===== src/rtl/mult_share_arbiter.sv =====
// mult_share_arbiter
//
// Purpose:
//   Lets NUM_REQ matcher datapath units (distance, score, ...) share one
//   pipelined 16x16 -> 32 multiplier. A round-robin arbiter grants at most
//   one requester per cycle. The granted operands are registered onto the
//   multiplier inputs. A tag pipeline follows each operation through the
//   multiplier so that each product returns to the requester that issued it.
//
// Ports:
//   clk          rising-edge clock
//   reset        synchronous, active-low reset (0 = reset)
//   req_valid    per-requester request, held with stable operands until accepted
//   req_a/req_b  packed 16-bit operands, requester i at [16i+15:16i]
//   req_ready    one-hot combinational grant (accept = req_valid & req_ready)
//   mult_a/b     registered operands to the multiplier, 0 when idle
//   mult_product multiplier result, MULT_LAT edges after mult_a/mult_b
//   rsp_valid    registered one-hot result strobe for the issuing requester
//   rsp_product  registered result, holds its value between strobes
//   busy         any operation currently tracked in the tag pipeline
//   op_count     number of accepted operations, wraps at 2^CNT_W

module mult_share_arbiter #(
    parameter int NUM_REQ  = 4,
    parameter int MULT_LAT = 2,
    parameter int CNT_W    = 16
) (
    input  logic                   clk,
    input  logic                   reset,
    input  logic [NUM_REQ-1:0]     req_valid,
    input  logic [16*NUM_REQ-1:0]  req_a,
    input  logic [16*NUM_REQ-1:0]  req_b,
    output logic [NUM_REQ-1:0]     req_ready,
    output logic [15:0]            mult_a,
    output logic [15:0]            mult_b,
    input  logic [31:0]            mult_product,
    output logic [NUM_REQ-1:0]     rsp_valid,
    output logic [31:0]            rsp_product,
    output logic                   busy,
    output logic [CNT_W-1:0]       op_count
);

    localparam int ID_W = (NUM_REQ > 1) ? $clog2(NUM_REQ) : 1;

    // Registered state
    logic [ID_W-1:0]    ptr_q,  ptr_d;
    logic [15:0]        mult_a_q, mult_a_d;
    logic [15:0]        mult_b_q, mult_b_d;
    logic [MULT_LAT:0]  tag_valid_q, tag_valid_d;
    logic [ID_W-1:0]    tag_id_q [MULT_LAT+1];
    logic [ID_W-1:0]    tag_id_d [MULT_LAT+1];
    logic [NUM_REQ-1:0] rsp_valid_q, rsp_valid_d;
    logic [31:0]        rsp_product_q, rsp_product_d;
    logic [CNT_W-1:0]   op_count_q, op_count_d;

    // Arbiter results
    logic               grant_found;
    logic [ID_W-1:0]    grant_id;
    logic [ID_W:0]      cand;
    logic [15:0]        sel_a;
    logic [15:0]        sel_b;

    // Round-robin search starting at the pointer and wrapping at NUM_REQ-1.
    // A grant is only ever issued to a requester whose req_valid is high, so
    // grant_found doubles as the accept strobe for this cycle. The extra bit
    // in cand keeps ptr+k from overflowing before the wrap subtraction.
    always_comb begin
        req_ready   = '0;
        grant_found = 1'b0;
        grant_id    = '0;
        cand        = '0;
        if (reset) begin
            for (int k = 0; k < NUM_REQ; k++) begin
                cand = {1'b0, ptr_q} + (ID_W+1)'(k);
                if (cand >= (ID_W+1)'(NUM_REQ)) begin
                    cand = cand - (ID_W+1)'(NUM_REQ);
                end
                if (!grant_found && req_valid[cand[ID_W-1:0]]) begin
                    grant_found = 1'b1;
                    grant_id    = cand[ID_W-1:0];
                end
            end
            if (grant_found) begin
                req_ready[grant_id] = 1'b1;
            end
        end
    end

    // Operand mux for the granted requester.
    always_comb begin
        sel_a = '0;
        sel_b = '0;
        for (int i = 0; i < NUM_REQ; i++) begin
            if (grant_id == ID_W'(i)) begin
                sel_a = req_a[16*i +: 16];
                sel_b = req_b[16*i +: 16];
            end
        end
    end

    // Next-state logic. The tag pipeline advances every cycle. Stage 0 is
    // loaded at the same edge as the operands, so stage MULT_LAT lines up with
    // the edge that registers the matching product into rsp_product.
    always_comb begin
        ptr_d         = ptr_q;
        op_count_d    = op_count_q;
        mult_a_d      = '0;
        mult_b_d      = '0;
        rsp_valid_d   = '0;
        rsp_product_d = rsp_product_q;

        if (grant_found) begin
            ptr_d      = (grant_id == ID_W'(NUM_REQ-1)) ? '0 : grant_id + 1'b1;
            op_count_d = op_count_q + CNT_W'(1);
            mult_a_d   = sel_a;
            mult_b_d   = sel_b;
        end

        tag_valid_d = {tag_valid_q[MULT_LAT-1:0], grant_found};
        tag_id_d[0] = grant_id;
        for (int k = 1; k <= MULT_LAT; k++) begin
            tag_id_d[k] = tag_id_q[k-1];
        end

        if (tag_valid_q[MULT_LAT]) begin
            rsp_product_d = mult_product;
            for (int i = 0; i < NUM_REQ; i++) begin
                rsp_valid_d[i] = (tag_id_q[MULT_LAT] == ID_W'(i));
            end
        end
    end

    // State registers. Reset clears the tag pipeline, which is what drops
    // any in-flight operations: their products are never strobed out.
    always_ff @(posedge clk) begin
        if (!reset) begin
            ptr_q         <= '0;
            mult_a_q      <= '0;
            mult_b_q      <= '0;
            tag_valid_q   <= '0;
            rsp_valid_q   <= '0;
            rsp_product_q <= '0;
            op_count_q    <= '0;
            for (int k = 0; k <= MULT_LAT; k++) begin
                tag_id_q[k] <= '0;
            end
        end else begin
            ptr_q         <= ptr_d;
            mult_a_q      <= mult_a_d;
            mult_b_q      <= mult_b_d;
            tag_valid_q   <= tag_valid_d;
            rsp_valid_q   <= rsp_valid_d;
            rsp_product_q <= rsp_product_d;
            op_count_q    <= op_count_d;
            for (int k = 0; k <= MULT_LAT; k++) begin
                tag_id_q[k] <= tag_id_d[k];
            end
        end
    end

    assign mult_a      = mult_a_q;
    assign mult_b      = mult_b_q;
    assign rsp_valid   = rsp_valid_q;
    assign rsp_product = rsp_product_q;
    assign op_count    = op_count_q;
    assign busy        = |tag_valid_q;

endmodule


===== config.mk =====
export PLATFORM = sky130hd
export DESIGN_NAME = mult_share_arbiter
export DESIGN_NICKNAME = d
export VERILOG_FILES = /design/src/rtl/mult_share_arbiter.sv
export SDC_FILE = /design/constraint.sdc
export NUM_CORES = 1
export LEC_CHECK = 0
export CELL_PAD_IN_SITES_DETAIL_PLACEMENT = 1
export CELL_PAD_IN_SITES_GLOBAL_PLACEMENT = 1
export CORE_MARGIN = 4
export CORE_UTILIZATION = 28
export CTS_CLUSTER_DIAMETER = 100
export DETAILED_ROUTE_END_ITERATION = 10
export PLACE_DENSITY = 0.89
export SLEW_MARGIN = 20
export SYNTH_ARGS = -nofsm -noshare
export SYNTH_HDL_FRONTEND = slang
export SYNTH_SLANG_ARGS = --single-unit
export TNS_END_PERCENT = 5

===== constraint.sdc =====
create_clock -name clk -period 4.9 [get_ports clk]
set_input_delay 1.47 -clock clk [delete_from_list [all_inputs] [get_ports clk]]
set_output_delay 1.47 -clock clk [all_outputs]
set_load 0.01 [all_outputs]

==> metrics <==
post-synth top area share=0.455; DR vias=4462; drt drc=0; RSZ-0062 raised after global routing=no; DRT iter0 DRCs=158; Yosys cell types=38; Setup-failing EPs final=0; worst r2r path cells=11; IO Pins=255; row cnt=44; FF+latch count, synth=95; r2r setup slk=2.11 ns; post-route cell area=7240 sq um; Least-Margin Pin Slew=0.882 ns; critical path class=in -> out; HP Class=reg -> reg; Horiz. Die Dim=130 um; Hold Fails Final Rpt=0; pin count of the biggest net entering global routing=65; H-tree depth=3; Clock Path Buffers=2; Buffers on Ports=254; hold depth=1; post-synthesis cell count=465; Comb pwr share=0.251; main flop type after synthesis=dfxtp_1; Worst Hold Path EP=tag_id_q[0][2]$_SDFF_PN0_; routability cong.=0.813; largest fanout on the critical path=5; fmax=212 MHz; Ant. Diodes=0; worst reg2reg startpoint=ptr_q[1]$_SDFFE_PN0P_; clock skew=0.00408 ns; switching share of power=0.257; first-pass GRT wire length=24700 um; clk sink count=95; leak pwr=2.81 nW; post-detail-place hpwl=12600 um; Synth area leader=dfxtp_1; ys async rst share=0; Internal=1.54 mW; Post-Route WL=16400 um; core area=14600 sq um; startpoint type of the worst setup path=primary input; worst vdd ir=144 uV; area grow syn2layout=73.2%; clk slew on worst S/H paths=0.07 ns; Tcrit/Tclk final=0.962; CP endpoint kind=primary output; Skew-Pair Late Insertion Delay=0.34 ns; final slew viol count=0; Tot Pwr=2.08 mW; DIE AREA=17000 sq um; syn avg cell area=8.99 sq um; Critical Path RT=3.43 ns; DRT Pass-1 Iters=4; vias per cell=4.97; worst rel slew slack=0.412; Syn Nets=636; min-delay src=tag_id_q[0][0]$_SDFF_PN0_; Post-layout nets=880; sequential share of the synthesized area=0.455; area post-placement=6940 sq um; synth top area cells=dfxtp_1 (45%), mux2i_1 (8.4%), a211o_1 (6.5%), a221oi_1 (6.5%), a21oi_1 (5.3%); Die Height=130 um; Pwr Density=287 nW/um^2; Mapped Area=4180 sq um; total CTS buffers=9; max_cap viols=0; starting density of the core=0.287; CTS tree=built; Sequential Power Share=0.407; clock share of power=0.343; fin worst setup slack=0.185 ns; Final TNS setup=0 ns; antenna viol nets, final=0; global-route usage over all layers=0.184; layout cells sized above 1=0.0588; CP arrival=3.25 ns; vias in the first global route=4815; Root Buffer=clkbuf_16; Final Critical Period=4.72 ns; status=finished, final reports clean; total congestion overflow=0; initial antenna violation count=0; hold_buf cts=0; Reg-to-Reg End=mult_a[15]$_SDFF_PN0_; Yosys warnings=0; Post-synth EDFFs=0; Place WS=-0.0726 ns; Net Switching=535 uW; wire per inst=18.2 um
repair_timing:
| action | CTS | global route |
|---|---|---|
| endpoints found under the setup margin | 3 | 1 |
| buffers inserted | 0 | 0 |
| pin swaps | 1 | 0 |
| resized for setup | 3 | 1 |
cells by family (layout without fill, tap and decap cells):
| logic type | after synthesis | count (layout) | share of synthesized area |
|---|---|---|---|
| AO/OA/AOI/OAI | 120 | 120 | 0.209 |
| buffers and inverters | 74 | 323 | 0.0712 |
| XOR/XNOR | 7 | 7 | 0.0147 |
| adder cells (fa/ha/maj) | 5 | 5 | 0.0150 |
| multiplexers | 35 | 35 | 0.0838 |
| AND/OR/NAND/NOR | 129 | 129 | 0.152 |
| flip-flops | 95 | 95 | 0.455 |
power by group through the flow:
stage / Clock [mW] / Combinational [mW] / Sequential (mW)
after floorplan: 0 / 0.199 / 0.883
after global placement: 0 / 0.508 / 0.860
after detailed placement: 0 / 0.526 / 0.864
after CTS: 0.735 / 0.528 / 0.846
after global routing: 0.768 / 0.564 / 0.852
final: 0.712 / 0.521 / 0.845
critical path, stage by stage:
cell and delay, ns:
clkdlybuf4s50_1 0.55, nand2b_1 0.14, a21oi_1 0.08, a311oi_2 0.36
buf_4 0.19, and3_1 0.15, dlygate4sd2_1 0.29
worst max-delay path by stage:
stage,from,endpoint,slack (ns),depth (start not counted)
final,req_valid[3],req_ready[3],0.18,7
after global placement,req_valid[0],req_ready[3],0.01,7
after floorplan,req_valid[0],req_ready[3],0.94,5
after detailed placement,req_valid[0],req_ready[3],-0.07,7
after global routing,req_valid[0],req_ready[3],0.12,6
after CTS,req_valid[2],req_ready[0],0.03,7
cell usage after synthesis (2+ instances only):
cell and instances:
or3_2 2, xor2_1 5, nor3_1 3, nand2b_1 2, or3_1 5, and2_1 10, a221oi_1 31, o31ai_1 2
o21ai_0 8, ha_1 5, nor2_1 46, nand2_1 39, nand3_1 5, a21oi_1 44, mux2i_1 35, and3_1 3
or4_1 3, a211o_1 31, nand4_1 2, inv_1 38, clkbuf_1 25, xnor2_1 2, dfxtp_1 95, nor3b_1 2
buf_4 3, buf_2 7
layout by cell type, fill, tap and decap left out, types with 5 or more instances in the layout:
cell and count:
inv_1 38, xor2_1 5, a211o_1 31, clkdlybuf4s50_1 250, a221oi_1 31, and2_1 10
a21oi_1 44, clkbuf_16 9, nand2_1 39, or3_1 5, nand3_1 5, buf_4 12
o21ai_0 8, mux2i_1 35, dfxtp_1 94, nor2_1 46
final cells by class:
| class | instances | area (sq um) |
|---|---|---|
| repair buffers | 268 | 2670 |
| fillers | 1653 | 7350 |
| clock buffers | 12 | 246 |
| inverters | 39 | 146 |
| flip-flops and latches | 95 | 1900 |
| multi-input cells | 296 | 1990 |
| well taps | 184 | 230 |
| clock inverters | 4 | 53.8 |
through the flow:
stage | utilization | std cells | hold slack, ns
2_1_floorplan | - | 465 | 0.412
3_3_place_gp | 0.476 | 882 | 0.414
3_5_place_dp | 0.476 | 882 | 0.427
4_1_cts | 0.496 | 898 | 0.444
5_1_grt | 0.496 | 898 | 0.465
6_report | 0.496 | 898 | 0.441
state kept, by name, indices dropped and copies added (netlist names):
register     cells
mult_a          16
rsp_product     32
ptr_q            2
rsp_valid        4
tag_id_q         6
mult_b          16
tag_valid_q      3
op_count        16
per-layer routing:
layer  up-vias  routed length [um]  share of wire  global-route usage
met5         -                   0              0                   0
met4         0                 245          0.015              0.0575
met3        18                1060          0.065              0.0430
met2       147                8930           0.55               0.353
met1      2179                6140           0.37               0.199
li1       2118                   -              -                   -
Power figures use the tool's default switching activity.
